`src/rtl/ps2_pkg.sv`:
```
// Shared types and constants for the PS/2 host-side command transmitter.
// Holds the transmitter state encoding, common keyboard command bytes and small helpers.
package ps2_pkg;

  typedef enum logic [3:0] {
    ST_IDLE,
    ST_INHIBIT,
    ST_REQ,
    ST_DATA,
    ST_PARITY,
    ST_STOP,
    ST_ACK,
    ST_WAITIDLE,
    ST_DONE,
    ST_ERROR
  } ps2_tx_state_e;

  localparam logic [7:0] PS2_CMD_SET_LEDS = 8'hED;
  localparam logic [7:0] PS2_CMD_RESET    = 8'hFF;
  localparam logic [7:0] PS2_ACK          = 8'hFA;
  localparam logic [7:0] PS2_BREAK        = 8'hF0;

  // PS/2 frames carry odd parity over the eight data bits.
  function automatic logic odd_parity(input logic [7:0] data);
    return ~^data;
  endfunction

  function automatic int max_int(input int a, input int b);
    return (a > b) ? a : b;
  endfunction

endpackage

```
`src/rtl/ps2_line_sync.sv`:
```
// Two-flop synchronizer for one raw PS/2 line plus a registered falling-edge strobe.
// Flops reset to 1 because an idle PS/2 line floats high; this avoids a false fall after reset.
module ps2_line_sync (
  input  logic clock,
  input  logic reset,
  input  logic line_in,
  output logic line_sync,
  output logic line_fall
);

  logic meta_reg;
  logic sync_reg;
  logic prev_reg;
  logic fall_reg;

  always_ff @(posedge clock) begin
    if (reset) begin
      meta_reg <= 1'b1;
      sync_reg <= 1'b1;
      prev_reg <= 1'b1;
      fall_reg <= 1'b0;
    end else begin
      meta_reg <= line_in;
      sync_reg <= meta_reg;
      prev_reg <= sync_reg;
      fall_reg <= prev_reg & ~sync_reg;
    end
  end

  assign line_sync = sync_reg;
  assign line_fall = fall_reg;

endmodule

```
`src/rtl/ps2_command_tx.sv`:
```
// PS/2 host-to-device command transmitter: inhibit, request-to-send, clocked-out frame, ACK check.
// The keyboard supplies the bit clock; the host only pulls lines low through the *_oe enables.
module ps2_command_tx
  import ps2_pkg::*;
#(
  parameter int INHIBIT_CYCLES = 6000,
  parameter int TIMEOUT_CYCLES = 1000000
) (
  input  logic       clock,
  input  logic       reset,
  input  logic [7:0] cmd_data,
  input  logic       cmd_send,
  output logic       cmd_busy,
  output logic       cmd_done,
  output logic       cmd_error,
  output logic       rx_inhibit,
  input  logic       ps2_clk_in,
  input  logic       ps2_dat_in,
  output logic       ps2_clk_oe,
  output logic       ps2_dat_oe
);

  localparam int CNT_MAX = max_int(INHIBIT_CYCLES, TIMEOUT_CYCLES);
  localparam int CNT_W   = $clog2(CNT_MAX + 1);
  localparam logic [CNT_W-1:0] INHIBIT_LAST = CNT_W'(INHIBIT_CYCLES - 1);
  localparam logic [CNT_W-1:0] TIMEOUT_LAST = CNT_W'(TIMEOUT_CYCLES - 1);

  // Index 0 is the clock line, index 1 the data line.
  logic [1:0] line_raw;
  logic [1:0] line_sync;
  logic [1:0] line_fall;

  assign line_raw = {ps2_dat_in, ps2_clk_in};

  genvar gi;
  generate
    for (gi = 0; gi < 2; gi++) begin : g_sync
      ps2_line_sync u_sync (
        .clock     (clock),
        .reset     (reset),
        .line_in   (line_raw[gi]),
        .line_sync (line_sync[gi]),
        .line_fall (line_fall[gi])
      );
    end
  endgenerate

  logic clk_sync;
  logic clk_fall;
  logic dat_sync;
  logic dat_fall_unused;

  assign clk_sync        = line_sync[0];
  assign clk_fall        = line_fall[0];
  assign dat_sync        = line_sync[1];
  assign dat_fall_unused = line_fall[1];

  ps2_tx_state_e    state_reg,   state_next;
  logic [7:0]       shift_reg,   shift_next;
  logic             par_reg,     par_next;
  logic [2:0]       bit_cnt_reg, bit_cnt_next;
  logic [CNT_W-1:0] cnt_reg,     cnt_next;
  logic             in_timed;

  // States in which the keyboard owes us clock edges and the timeout applies.
  assign in_timed = state_reg inside {ST_REQ, ST_DATA, ST_PARITY, ST_STOP, ST_ACK, ST_WAITIDLE};

  always_ff @(posedge clock) begin
    if (reset) begin
      state_reg   <= ST_IDLE;
      shift_reg   <= '0;
      par_reg     <= 1'b0;
      bit_cnt_reg <= '0;
      cnt_reg     <= '0;
    end else begin
      state_reg   <= state_next;
      shift_reg   <= shift_next;
      par_reg     <= par_next;
      bit_cnt_reg <= bit_cnt_next;
      cnt_reg     <= cnt_next;
    end
  end

  always_comb begin
    state_next   = state_reg;
    shift_next   = shift_reg;
    par_next     = par_reg;
    bit_cnt_next = bit_cnt_reg;
    cnt_next     = cnt_reg;

    unique case (state_reg)
      ST_IDLE: begin
        if (cmd_send) begin
          state_next   = ST_INHIBIT;
          shift_next   = cmd_data;
          par_next     = odd_parity(cmd_data);
          bit_cnt_next = '0;
        end
      end
      ST_INHIBIT: if (cnt_reg == INHIBIT_LAST) state_next = ST_REQ;
      ST_REQ:     if (clk_fall) state_next = ST_DATA;
      ST_DATA: begin
        if (clk_fall) begin
          shift_next   = {1'b0, shift_reg[7:1]};
          bit_cnt_next = bit_cnt_reg + 3'd1;
          if (bit_cnt_reg == 3'd7) state_next = ST_PARITY;
        end
      end
      ST_PARITY:   if (clk_fall) state_next = ST_STOP;
      ST_STOP:     if (clk_fall) state_next = ST_ACK;
      ST_ACK:      if (clk_fall) state_next = dat_sync ? ST_ERROR : ST_WAITIDLE;
      ST_WAITIDLE: if (clk_sync && dat_sync) state_next = ST_DONE;
      ST_DONE:     state_next = ST_IDLE;
      ST_ERROR:    state_next = ST_IDLE;
      default:     state_next = ST_IDLE;
    endcase

    // Progress on this cycle takes priority; the timeout only fires on a stalled state.
    if (in_timed && !clk_fall && (state_next == state_reg) && (cnt_reg == TIMEOUT_LAST))
      state_next = ST_ERROR;

    // One counter serves both the inhibit delay and the inter-edge timeout.
    if ((state_reg == ST_IDLE) || (state_next != state_reg) || (in_timed && clk_fall))
      cnt_next = '0;
    else
      cnt_next = cnt_reg + CNT_W'(1);
  end

  always_comb begin
    ps2_clk_oe = 1'b0;
    ps2_dat_oe = 1'b0;
    cmd_done   = 1'b0;
    cmd_error  = 1'b0;
    cmd_busy   = (state_reg != ST_IDLE);

    unique case (state_reg)
      ST_INHIBIT: ps2_clk_oe = 1'b1;
      ST_REQ:     ps2_dat_oe = 1'b1;
      ST_DATA:    ps2_dat_oe = ~shift_reg[0];
      ST_PARITY:  ps2_dat_oe = ~par_reg;
      ST_DONE:    cmd_done   = 1'b1;
      ST_ERROR:   cmd_error  = 1'b1;
      default:    ;
    endcase

    rx_inhibit = cmd_busy;
  end

endmodule
```
`config.mk`:
```
export PLATFORM = sky130hd
export DESIGN_NAME = ps2_command_tx
export DESIGN_NICKNAME = d
export VERILOG_FILES = /design/src/rtl/ps2_pkg.sv /design/src/rtl/ps2_line_sync.sv /design/src/rtl/ps2_command_tx.sv
export SDC_FILE = /design/constraint.sdc
export NUM_CORES = 1
export LEC_CHECK = 0
export BUFFER_PORTS_ARGS = -buffer_cell sky130_fd_sc_hd__buf_2
export CORE_MARGIN = 8
export CORE_UTILIZATION = 35
export DETAILED_ROUTE_END_ITERATION = 10
export GPL_ROUTABILITY_DRIVEN = 1
export SLEW_MARGIN = 10
export SYNTH_ARGS = -nofsm -noshare
export SYNTH_HDL_FRONTEND = slang
export SYNTH_SLANG_ARGS = --single-unit
```
`constraint.sdc`:
```
create_clock -name clock -period 3.8 [get_ports clock]
set_input_delay 0.57 -clock clock [delete_from_list [all_inputs] [get_ports clock]]
set_output_delay 0.57 -clock clock [all_outputs]
set_load 0.02 [all_outputs]
```
After elaboration in Yosys (flattened, before gate mapping):

Index checks and enable logic that the tools add are counted.

* reductions and logical operators: 16
* bitwise gates (word level): 4
* equal/unequal tests: 16
* muxes and demuxes: 22
* $add $sub $neg: 2

Operators with widths (number)
* $mux 4: 11
* $pmux 4 s8: 1
* $add 20x1->20 const B: 1
* $eq 20x13->1 const B: 1
* $eq 20x20->1 const B: 1
* $eq 4x3->1 const B: 4
* $mux 8: 2
* $pmux 8 s2: 1
* $eq 4x2->1 const B: 2
* $eq 4x4->1 const B: 2
* $reduce_xnor 8->1: 1
* $mux 3: 2
* $pmux 3 s2: 1
* $reduce_bool 6->1: 1
* $logic_and 1x1->1: 5
* $eq 4x1->1 const B: 1
* $eq 4x4->1: 1
* $logic_not 4->1: 1
* $ne 4x4->1: 1
* $reduce_bool 4->1: 1
* $add 3x1->3 const B: 1
* $eq 3x3->1 const B: 1
* $mux 1: 3
* $not 1->1: 3
* 10 further kinds: 11

* word-level logic and storage cells: 71
* output and inout bits: 6
* bits of input ports: 13
* register bits: 42

Depth between registers and ports, before layout:

* depth after elaboration: 12
* depth in mapped cells: 9
* depth with buffers taken out: 7

By module:

From an unflattened synthesis, not the netlist that was laid out.

* cells, all modules: 260
* area, all modules: 2189.6 um2

By module, submodules not included
* ps2_command_tx: cells an instance 244, area each 1976.9 um2, instances 1, sequential area each 720.7 um2
* ps2_line_sync: cells an instance 8, area each 106.4 um2, instances 2, sequential area each 80.1 um2

Worst setup path after synthesis:

No wires, ideal clock.

* path type: register -> output
* start point: reg state_reg[1]
* end point: out rx_inhibit
* arrival time: 1.459 ns
* stages on the path, launching flop included: 5
* data required time: 3.230 ns
* buffers on the path: 2
* setup slack: 1.771 ns
* cell sequence: dfxtp_1 buf_2 nor4_1 inv_1 buf_4

* word-level cells in the longest chain between the ends: 1

RTL lines
* start: declaration: RTL line ps2_command_tx.sv:58 `ps2_tx_state_e state_reg, state_next;`
* start signal: assignment: RTL line ps2_command_tx.sv:76 `state_reg <= state_next;`
* $reduce_bool 4->1: RTL line ps2_command_tx.sv:134 `cmd_busy = (state_reg != ST_IDLE);`
* end: declaration: RTL line ps2_command_tx.sv:16 `output logic rx_inhibit,`

No other way between the ends.

Worst setup path in the final report:

* start point: reg state_reg[0]
* end point: out cmd_busy

* word-level cells in the longest chain between the ends: 1

RTL lines
* $reduce_bool 4->1: RTL line ps2_command_tx.sv:134
* end: declaration: RTL line ps2_command_tx.sv:13 `output logic cmd_busy,`

No other way between the ends.

==> flow_summary.yaml <==
worst_setup_path:
  slowest_stage: "nor4_1"
  critical_path_class: "reg2out"
  reg2reg_slack_ns: 1.53
  cp.buffers_inverters: 2
  crit_fanout: 17
  end_kind: "primary output"
  path_delay_family: "simple AND/OR/NAND/NOR gates"
  reg2regPathDepth: 6
  arrival_ns: 1.83
  worstPathCellList: "nor4_1 > inv_1 > buf_2"
  path_depth: 3
  cp-start-kind: "register"
  worstPathRequired_ns: 3.23
  worst_path_largest_cell_delay_ns: 0.75
final_layout:
  nFillCells: 646
  layout.nets: 288
  multi_input_area_um2: 1220
  area_growth_pct: 10.4
  drive_gt1_share_pct: 15.8
  regArea_um2: 841
  diodes: 0
  largest_register_ffs: 20
yosys:
  synth_seq_cells: 42
  synth_area_um2: 2160
  avgSynthCellArea_um2: 8.27
  synth_edf_count: 0
  synth_cell_type_count: 43
  ys_seq_area_share_pct: 39.0
  synth_warnings: 0
  synthCells: 261
  synthesis.nets: 277
  async_reset_ff_share_pct: 0
  synth-main-ff-cell: "dfxtp_1"
run_status:
  status: "finished, final reports clean"
timing:
  hold_viol: 0
  fmax_mhz: 417
  rsz0062_at_grt: "false"
  setup_tns_ns: 0
  period_share_pct: 63.0
  setup_viol: 0
  fin_crit_ns: 2.40
  relSlewSlack_pct: 48.0
  fin_worst_skew_ns: 0.00867
  finalMaxSlewViolations: 0
  worst_slew_pin_slew_ns: 0.772
clock_tree:
  htree_levels: 2
  cts_tree: "built"
  cts-root-buf: "clkbuf_8"
  clockBufferDepth: 2
  clock_sinks: 42
  clk_latency_ns: 0.30
  cts_setup_buffers: 0
  cts_resized: 0
  cts_hold_buf: 0
  cts_inserted_buffers: 5
  clkTransAtPathRegs_ns: 0.08
placement:
  dp_hpwl_um: 3200
  io_buffers: 18
  place.gp.congestion: 0.827
detailed_routing:
  ant_nets: 0
  drtIter0Drc: 75
  firstDrtPassIters: 4
  dr_total_vias: 1780
  drc: 0
  via_per_inst: 5.11
  routed_wl_um: 4380
  routedWlPerCell_um: 12.6
global_routing:
  track_usage_pct: 10.4
  grt_max_degree: 23
  grt_pass1_wl_um: 7560
  overflow: 0
  antenna_found_initial: 0
  grt_pass1_vias: 1664
pwr:
  power_leakage_nw: 0.864
  power_uw: 892
  peakVddDrop_v: 0.000162
  powerDensity_nw_per_um2: 374
job:
  drv_cap: 0
die:
  die_x_um: 94.5
  io_pins: 19
  die_area_um2: 8930
  initial_core_util_pct: 36.2
  die_h_um: 94.5
  coreArea_um2: 5960
  core.rowCount: 28
worst_hold_path:
  hold_class: "reg2reg"
  hold_depth: 2
-- placed cells by master (no fill, tap or decap), drive strengths merged, types with 3 or more instances in the layout --
cell    netlist  final
xnor2        16     16
a21oi        23     23
nor3b         3      3
dfxtp        42     42
nand2        29     29
nand3        14     14
nor2         35     35
clkbuf        9      6
buf           7     20
nor3         16     16
inv           4      4
xor2          9      9
nor4          5      5
nand4         7      7
nor4bb        3      3
or2           5      5
and3          5      5
nand2b        3      3
ha            3      3
-- worst register-to-register path: cells and delay by family (launching register included) --
kind / cells / cell delay (ns)
flops: 1 / 0.48
buf+inv: 1 / 0.20
simple gates: 3 / 0.90
compound gates: 2 / 0.56
-- layout make-up --
class | instances | area share (%)
Clock buffer | 6 | 3.04
Clock inverter | 2 | 1.57
Sequential cell | 42 | 35.3
Tap cell | 75 | 3.94
Multi-Input combinational cell | 199 | 51.1
Inverter | 4 | 0.630
Timing Repair Buffer | 20 | 4.41
-- cells in the mapped netlist (all sizes together) (2+ instances only) --
library cell  instances  area, um^2
a211oi                2        15.0
a21oi                23         115
and2                  2        12.5
and3                  5        31.3
and4b                 2        20.0
buf                   7        56.3
clkbuf                9        33.8
dfxtp                42         841
ha                    3        37.5
inv                   4        15.0
nand2                29         109
nand2b                3        26.3
nand3                14        70.1
nand4                 7        43.8
nor2                 35         131
nor3                 16         105
nor3b                 3        33.8
nor4                  5        31.3
nor4bb                3        30.0
o21ai                 2        10.0
o2bb2ai               2        23.8
or2                   5        31.3
xnor2                16         140
xor2                  9        78.8
-- power by group --
group          switching (mW)  total (mW)  internal (mW)
sequential             0.0107       0.462          0.451
clock                   0.155       0.351          0.196
combinational          0.0440      0.0797         0.0357
total                   0.209       0.892          0.683
-- final timing paths --
check                                       start                               endpoint
max reg2reg               state_reg[0]$_SDFF_PP0_                  cnt_reg[4]$_SDFF_PP0_
min          g_sync[0].u_sync.prev_reg$_SDFF_PP1_  g_sync[0].u_sync.line_fall$_SDFF_PP0_
max                       state_reg[0]$_SDFF_PP0_                               cmd_busy
min reg2reg  g_sync[0].u_sync.prev_reg$_SDFF_PP1_  g_sync[0].u_sync.line_fall$_SDFF_PP0_
-- through the flow --
stage	area [um^2]	instances	hold slack (ns)	setup WS, ns	utilization [%]
after global placement	2270	340	0.392	1.54	38.2
after detailed placement	2270	340	0.399	1.53	38.2
after floorplan	2160	261	0.389	1.77	-
final	2380	348	0.414	1.40	40.0
after global routing	2380	348	0.435	1.19	40.0
after CTS	2380	348	0.418	1.37	40.0
-- logic make-up after synthesis --
group,after synthesis,synth area share [%]
simple gates,132,32.6
flops,42,39.0
compound gates,38,11.0
xor+xnor,25,10.1
buf+inv,20,4.87
fa+ha+maj,3,1.74
mux,1,0.695
-- metal layers --
layer	GRT usage (%)	share of wire (%)	vias to the layer above
met4	2.99	0.91	0
met3	3.49	3.4	4
met2	16.9	47	23
li1	-	-	933
met5	0	0	-
met1	12.7	48	820
(Power assumes the default switching activity.)
